## src/rtl/pokey_audio.sv

```systemverilog
`default_nettype none
// +------------------------------------------------------------------------+
// | pokey_audio : POKEY-compatible four-channel tone/noise generator       |
// | Revision 1.0                                                           |
// +------------------------------------------------------------------------+
module pokey_audio #(
  parameter int BASE64_DIV = 28,
  parameter int BASE15_DIV = 114
) (
  input  logic       sysclk,
  input  logic       reset,
  input  logic       ce,
  input  logic       cs,
  input  logic       rw,
  input  logic [3:0] addr,
  input  logic [7:0] din,
  output logic [7:0] dout,
  output logic [5:0] aud_mix
);

  localparam logic [6:0] DIV64_MAX = 7'(BASE64_DIV - 1);
  localparam logic [6:0] DIV15_MAX = 7'(BASE15_DIV - 1);

  logic [7:0]  audf [4];
  logic [7:0]  audc [4];
  logic [7:0]  audctl;
  logic [1:0]  skctl;
  logic [3:0]  out_ff;
  logic [1:0]  hp;
  logic [3:0]  poly4;
  logic [4:0]  poly5;
  logic [8:0]  poly9;
  logic [16:0] poly17;
  logic [6:0]  div;
  logic [6:0]  div_max;
  logic        init;
  logic        wr;
  logic        stimer;
  logic        base_tick;
  logic [3:0]  uf;
  logic [3:0]  eff;
  logic [5:0]  sum;

  assign init      = (skctl == 2'b00);
  assign wr        = ce & cs & ~rw;
  assign stimer    = wr & (addr == 4'h9);
  assign div_max   = audctl[0] ? DIV15_MAX : DIV64_MAX;
  assign base_tick = ce & ~init & (div >= div_max);

  always_ff @(posedge sysclk or posedge reset) begin
    if (reset) begin
      for (int i = 0; i < 4; i++) begin
        audf[i] <= '0;
        audc[i] <= '0;
      end
      audctl <= '0;
      skctl  <= '0;
    end else if (wr) begin
      case (addr)
        4'h0: audf[0] <= din;
        4'h1: audc[0] <= din;
        4'h2: audf[1] <= din;
        4'h3: audc[1] <= din;
        4'h4: audf[2] <= din;
        4'h5: audc[2] <= din;
        4'h6: audf[3] <= din;
        4'h7: audc[3] <= din;
        4'h8: audctl  <= din;
        4'hF: skctl   <= din[1:0];
        default: ;
      endcase
    end
  end

  // Polys are reseeded to all ones while SKCTL holds the chip in init.
  always_ff @(posedge sysclk or posedge reset) begin
    if (reset) begin
      poly4  <= '1;
      poly5  <= '1;
      poly9  <= '1;
      poly17 <= '1;
      div    <= '0;
    end else if (ce) begin
      if (init) begin
        poly4  <= '1;
        poly5  <= '1;
        poly9  <= '1;
        poly17 <= '1;
        div    <= '0;
      end else begin
        poly4  <= {poly4[2:0],   poly4[3]   ^ poly4[2]};
        poly5  <= {poly5[3:0],   poly5[4]   ^ poly5[2]};
        poly9  <= {poly9[7:0],   poly9[8]   ^ poly9[4]};
        poly17 <= {poly17[15:0], poly17[16] ^ poly17[13]};
        div    <= (div >= div_max) ? 7'd0 : div + 7'd1;
      end
    end
  end

  // Each pair (ch1/ch2, ch3/ch4) owns a 16-bit counter that runs either as
  // two independent 8-bit dividers or as one joined 16-bit divider.
  for (genvar p = 0; p < 2; p++) begin : g_pair
    localparam int LO = 2 * p;
    localparam int HI = 2 * p + 1;
    logic        fast;
    logic        joined;
    logic        tick_lo;
    logic [7:0]  rel_lo;
    logic [7:0]  rel_hi;
    logic [15:0] rel16;
    logic [15:0] cnt;
    logic [15:0] cnt_nxt;
    logic        uf_lo;
    logic        uf_hi;

    assign fast    = (p == 0) ? audctl[6] : audctl[5];
    assign joined  = (p == 0) ? audctl[4] : audctl[3];
    assign tick_lo = fast ? (ce & ~init) : base_tick;
    assign rel_lo  = audf[LO] + (fast ? 8'd3 : 8'd0);
    assign rel_hi  = audf[HI];
    assign rel16   = {audf[HI], audf[LO]} + (fast ? 16'd6 : 16'd0);

    always_comb begin
      cnt_nxt = cnt;
      uf_lo   = 1'b0;
      uf_hi   = 1'b0;
      if (joined) begin
        if (stimer) begin
          cnt_nxt = rel16;
        end else if (tick_lo) begin
          if (cnt == 16'd0) begin
            cnt_nxt = rel16;
            uf_hi   = 1'b1;
          end else begin
            cnt_nxt = cnt - 16'd1;
          end
        end
      end else if (stimer) begin
        cnt_nxt = {rel_hi, rel_lo};
      end else begin
        if (tick_lo) begin
          if (cnt[7:0] == 8'd0) begin
            cnt_nxt[7:0] = rel_lo;
            uf_lo        = 1'b1;
          end else begin
            cnt_nxt[7:0] = cnt[7:0] - 8'd1;
          end
        end
        if (base_tick) begin
          if (cnt[15:8] == 8'd0) begin
            cnt_nxt[15:8] = rel_hi;
            uf_hi         = 1'b1;
          end else begin
            cnt_nxt[15:8] = cnt[15:8] - 8'd1;
          end
        end
      end
    end

    always_ff @(posedge sysclk or posedge reset) begin
      if (reset) cnt <= '0;
      else       cnt <= cnt_nxt;
    end

    assign uf[LO] = uf_lo;
    assign uf[HI] = uf_hi;
  end

  always_ff @(posedge sysclk or posedge reset) begin
    if (reset) begin
      out_ff <= '0;
      hp     <= '0;
    end else begin
      for (int i = 0; i < 4; i++) begin
        if (uf[i] && (audc[i][7] || poly5[4])) begin
          if (audc[i][5])      out_ff[i] <= ~out_ff[i];
          else if (audc[i][6]) out_ff[i] <= poly4[3];
          else                 out_ff[i] <= audctl[7] ? poly9[8] : poly17[16];
        end
      end
      // The low half of a joined pair only divides; its output stays silent.
      if (audctl[4]) out_ff[0] <= 1'b0;
      if (audctl[3]) out_ff[2] <= 1'b0;
      if (!audctl[2])  hp[0] <= 1'b0;
      else if (uf[2])  hp[0] <= out_ff[0];
      if (!audctl[1])  hp[1] <= 1'b0;
      else if (uf[3])  hp[1] <= out_ff[1];
    end
  end

  always_comb begin
    eff = out_ff ^ {2'b00, hp};
    sum = '0;
    for (int i = 0; i < 4; i++) begin
      if (audc[i][4] || eff[i]) sum = sum + {2'b00, audc[i][3:0]};
    end
  end

  always_ff @(posedge sysclk or posedge reset) begin
    if (reset) aud_mix <= '0;
    else       aud_mix <= sum;
  end

  assign dout = (addr == 4'hA) ? (audctl[7] ? poly9[7:0] : poly17[7:0]) : 8'hFF;

endmodule
`default_nettype wire
```

## config.mk

```make
export PLATFORM = sky130hd
export DESIGN_NAME = pokey_audio
export DESIGN_NICKNAME = d
export VERILOG_FILES = /design/src/rtl/pokey_audio.sv
export SDC_FILE = /design/constraint.sdc
export NUM_CORES = 1
export LEC_CHECK = 0
export ABC_AREA = 0
export ABC_CLOCK_PERIOD_IN_PS = 10200
export BUFFER_PORTS_ARGS = -buffer_cell sky130_fd_sc_hd__clkbuf_2
export CAP_MARGIN = 25
export CORE_ASPECT_RATIO = 0.75
export CORE_MARGIN = 5
export CORE_UTILIZATION = 47
export CTS_CLUSTER_DIAMETER = 200
export DETAILED_ROUTE_END_ITERATION = 7
export HOLD_SLACK_MARGIN = 0.1
export PLACE_DENSITY = 0.73
export SYNTH_ARGS = -nofsm -noshare
export SYNTH_HDL_FRONTEND = slang
export SYNTH_SLANG_ARGS = --single-unit
```

## constraint.sdc

```tcl
create_clock -name sysclk -period 10.2 [get_ports sysclk]
set_input_delay 1.02 -clock sysclk [delete_from_list [all_inputs] [get_ports sysclk]]
set_output_delay 1.02 -clock sysclk [all_outputs]
set_load 0.02 [all_outputs]
```

==> impl_metrics.csv <==
group,metric,value,unit
timing,fmax,235,MHz
timing,max_slew_margin,32.8,%
setup_path,r2r_start,"out_ff[0]",
logic_synthesis,synth.avg_cell_area,10.0,um^2
timing,fin_skew,0.0101,ns
power_and_ir_drop,total_power,2.22,mW
floorplan,core,21000,um^2
timing,slew_violations,0,
logic_synthesis,synthDistinctLibCells,70,
timing,fin_crit_sh,41.8,%
finish,final_common_cell,"dfrtp_1",
grt,grt_pass1_vias,7458,
placement,routabilityCongestion,0.896,
drt,firstDrtPassIters,5,
clocking,root_buffer,"clkbuf_16",
floorplan,die_y,136,um
setup_path,endpoint,"aud_mix[5]",
grt,grtUsageTotal,20.5,%
power_and_ir_drop,clkPwrFrac,29.1,%
clocking,hold_buffers,0,
timing,setup_viol,0,
run,drv_cap,0,
setup_path,r2r-end,"aud_mix[5]",
setup_path,worstSetupStartpoint,"out_ff[0]",
logic_synthesis,yosys_warnings,0,
placement,io_buffers,30,
clocking,clk_latency,0.43,ns
timing,fin_tns_setup,0,ns
power_and_ir_drop,p_comb_share,30.9,%
floorplan,dieArea,24200,um^2
setup_path,crit_arrival,4.62,ns
placement,pre_cts_ws,5.95,ns
logic_synthesis,ys.flop_type,"dfrtp_1",
floorplan,start_util,47.4,%
timing,period_needed,4.26,ns
clocking,post_cts_resized,0,
clocking,cts_tree,"built",
timing,worst_slew_pin_slew,1.01,ns
setup_path,regToRegSetupSlack,5.94,ns
logic_synthesis,seq_area_frac_synth,40.7,%
drt,drt-wirelength-per-cell,18.0,um
drt,drc,0,
setup_path,crit_path_end_kind,"flop",
setup_path,r2r_cells,21,
clocking,clk_pin_slew,0.07,ns
grt,antenna_found_initial,0,
placement,dpl-instance-area,10300,um^2
drt,ant_nets,0,
floorplan,num_io_pins,31,
floorplan,die_x,178,um
drt,drtIter0Drc,562,
grt,grt_pass1_wl,39400,um
power_and_ir_drop,vdd_drop_max,148,uV
drt,routed_wl,23400,um
logic_synthesis,synthCells,991,
finish,final_util,51.9,%
logic_synthesis,synth_edf_count,0,
power_and_ir_drop,switchingPower,802,uW
finish,synthToLayoutAreaGrowth,9.48,%
grt,grt_max_degree,91,
finish,final_cells,1297,
drt,top_layer_used,"met4",
power_and_ir_drop,internal_power,1.41,mW
drt,wl_met3,1210,um
setup_path,critPathMaxFanout,5,
logic_synthesis,synthesis.nets,1045,
finish,drive_gt1_share,19.4,%
placement,dpl.cell_count,1263,
logic_synthesis,syn-cell-area,9930,um^2
power_and_ir_drop,seq_power_share,40.0,%
clocking,htreeDepth,4,
run_status,status,"completed",
setup_path,start_kind,"flop",
drt,wl_met2,10400,um
drt,dr_total_vias,7511,
finish,fin_nets,1049,
logic_synthesis,synth-async-reset-ratio,100,%
worst_hold_path,hold_class,"flop to flop",
setup_path,required,10.56,ns
finish,most-common-layout-cells,"dfrtp_1, mux2_2, nor2_1",
power_and_ir_drop,p_leak,4.63,nW
timing,hold_violations,0,
timing,fin_ws,5.94,ns
power_and_ir_drop,switching_share,36.2,%
floorplan,rows,46,
timing,fin_hold_ws,0.490,ns
drt,drt-met1-wl,11500,um
power_and_ir_drop,p_per_area,204,nW/um^2
clocking,cts_buffer_depth,2,
placement,dp_hpwl,16100,um
finish,final_area,10900,um^2
logic_synthesis,ys_ff_latch,160,
setup_path,critPathKind,"flop to flop",
drt,viasPerCell,5.79,
clocking,cts.sinks,160,
grt,gr-total-overflow,0,
timing,grt_setup_unrepaired,"false",
clocking,post_cts_buffers,0,
clocking,numCtsBuffers,17,
sequential cells by signal, indices dropped and copies added, names as in the netlist:
signal,cells
aud_mix,6
audc,32
audctl,8
audf,16
div,7
g_pair.cnt,32
g_pair.rel_hi,16
hp,2
out_ff,4
poly17,17
poly4,4
poly5,5
poly9,9
skctl,2
worst min-delay path by stage:
| stage | start | to | slack (ns) | cells past startpoint |
|---|---|---|---|---|
| finish | poly5[0] | poly5[0] | 0.49 | 2 |
| global route | audctl[1] | audctl[1] | 0.52 | 1 |
| CTS | poly5[0] | poly5[0] | 0.49 | 2 |
| detailed placement | div[6] | div[6] | 0.48 | 1 |
| global placement | audctl[1] | hp[1] | 0.47 | 1 |
| floorplan | div[6] | div[6] | 0.46 | 1 |
layout make-up:
class,count,area (um^2)
inverters,44,170
well taps,288,360
multi-input cells,734,5500
clock inverters,11,120
repair buffers,38,210
clock buffers,21,470
fillers,1889,10100
diodes,1,2.50
flip-flops and latches,160,4050
layer usage:
metal | track usage (%) | vias up
li1 | - | 3602
met1 | 29.7 | 3711
met2 | 31.3 | 175
met3 | 4.06 | 23
met4 | 5.71 | 0
met5 | 0 | -
power by group through the flow:
stage / sequential, mW / clock (mW) / combinational (mW)
2_1_floorplan: 0.830 / 0 / 0.578
6_report: 0.886 / 0.645 / 0.684
3_5_place_dp: 0.893 / 0 / 0.673
3_3_place_gp: 0.889 / 0 / 0.656
5_1_grt: 0.906 / 0.684 / 0.768
4_1_cts: 0.883 / 0.661 / 0.681
synthesized netlist by cell type (all sizes together) (31+ instances only):
cell,number,area share [%]
dfrtp,125,31
mux2,77,8.7
nor2,71,2.7
nand2,67,2.5
o21ai,53,2.7
xnor2,49,4.3
inv,44,1.7
mux2i,44,4.4
xor2,37,3.3
clkbuf,36,1.4
dfstp,35,9.3
o22a,33,2.9
a21oi,31,1.6
critical path, stage by stage (launching register included):
cell      delay (ns)
dfrtp_1         0.43
xnor2_1         0.17
nand2b_1        0.14
and2_1          0.16
ha_1            0.23
inv_1           0.07
fa_1            0.48
nor2_1          0.05
a21oi_1         0.27
inv_1           0.08
ha_1            0.28
a21o_1          0.16
a21oi_1         0.21
xor2_1          0.17
nor2_1          0.05
a21o_1          0.20
ha_1            0.32
o21ai_0         0.08
o21ai_0         0.27
and3_1          0.19
o21ai_0         0.06
o21ai_0         0.11
cells by family after synthesis:
family	share of synthesized area (%)
DFF	40.7
AOI/OAI and AO/OA	14.5
adders and majority gates	5.19
xor gates and xnor gates	7.58
buffers and inverters	3.98
muxes	13.2
and+or+nand+nor	14.9
Power figures use the tool's default switching activity.
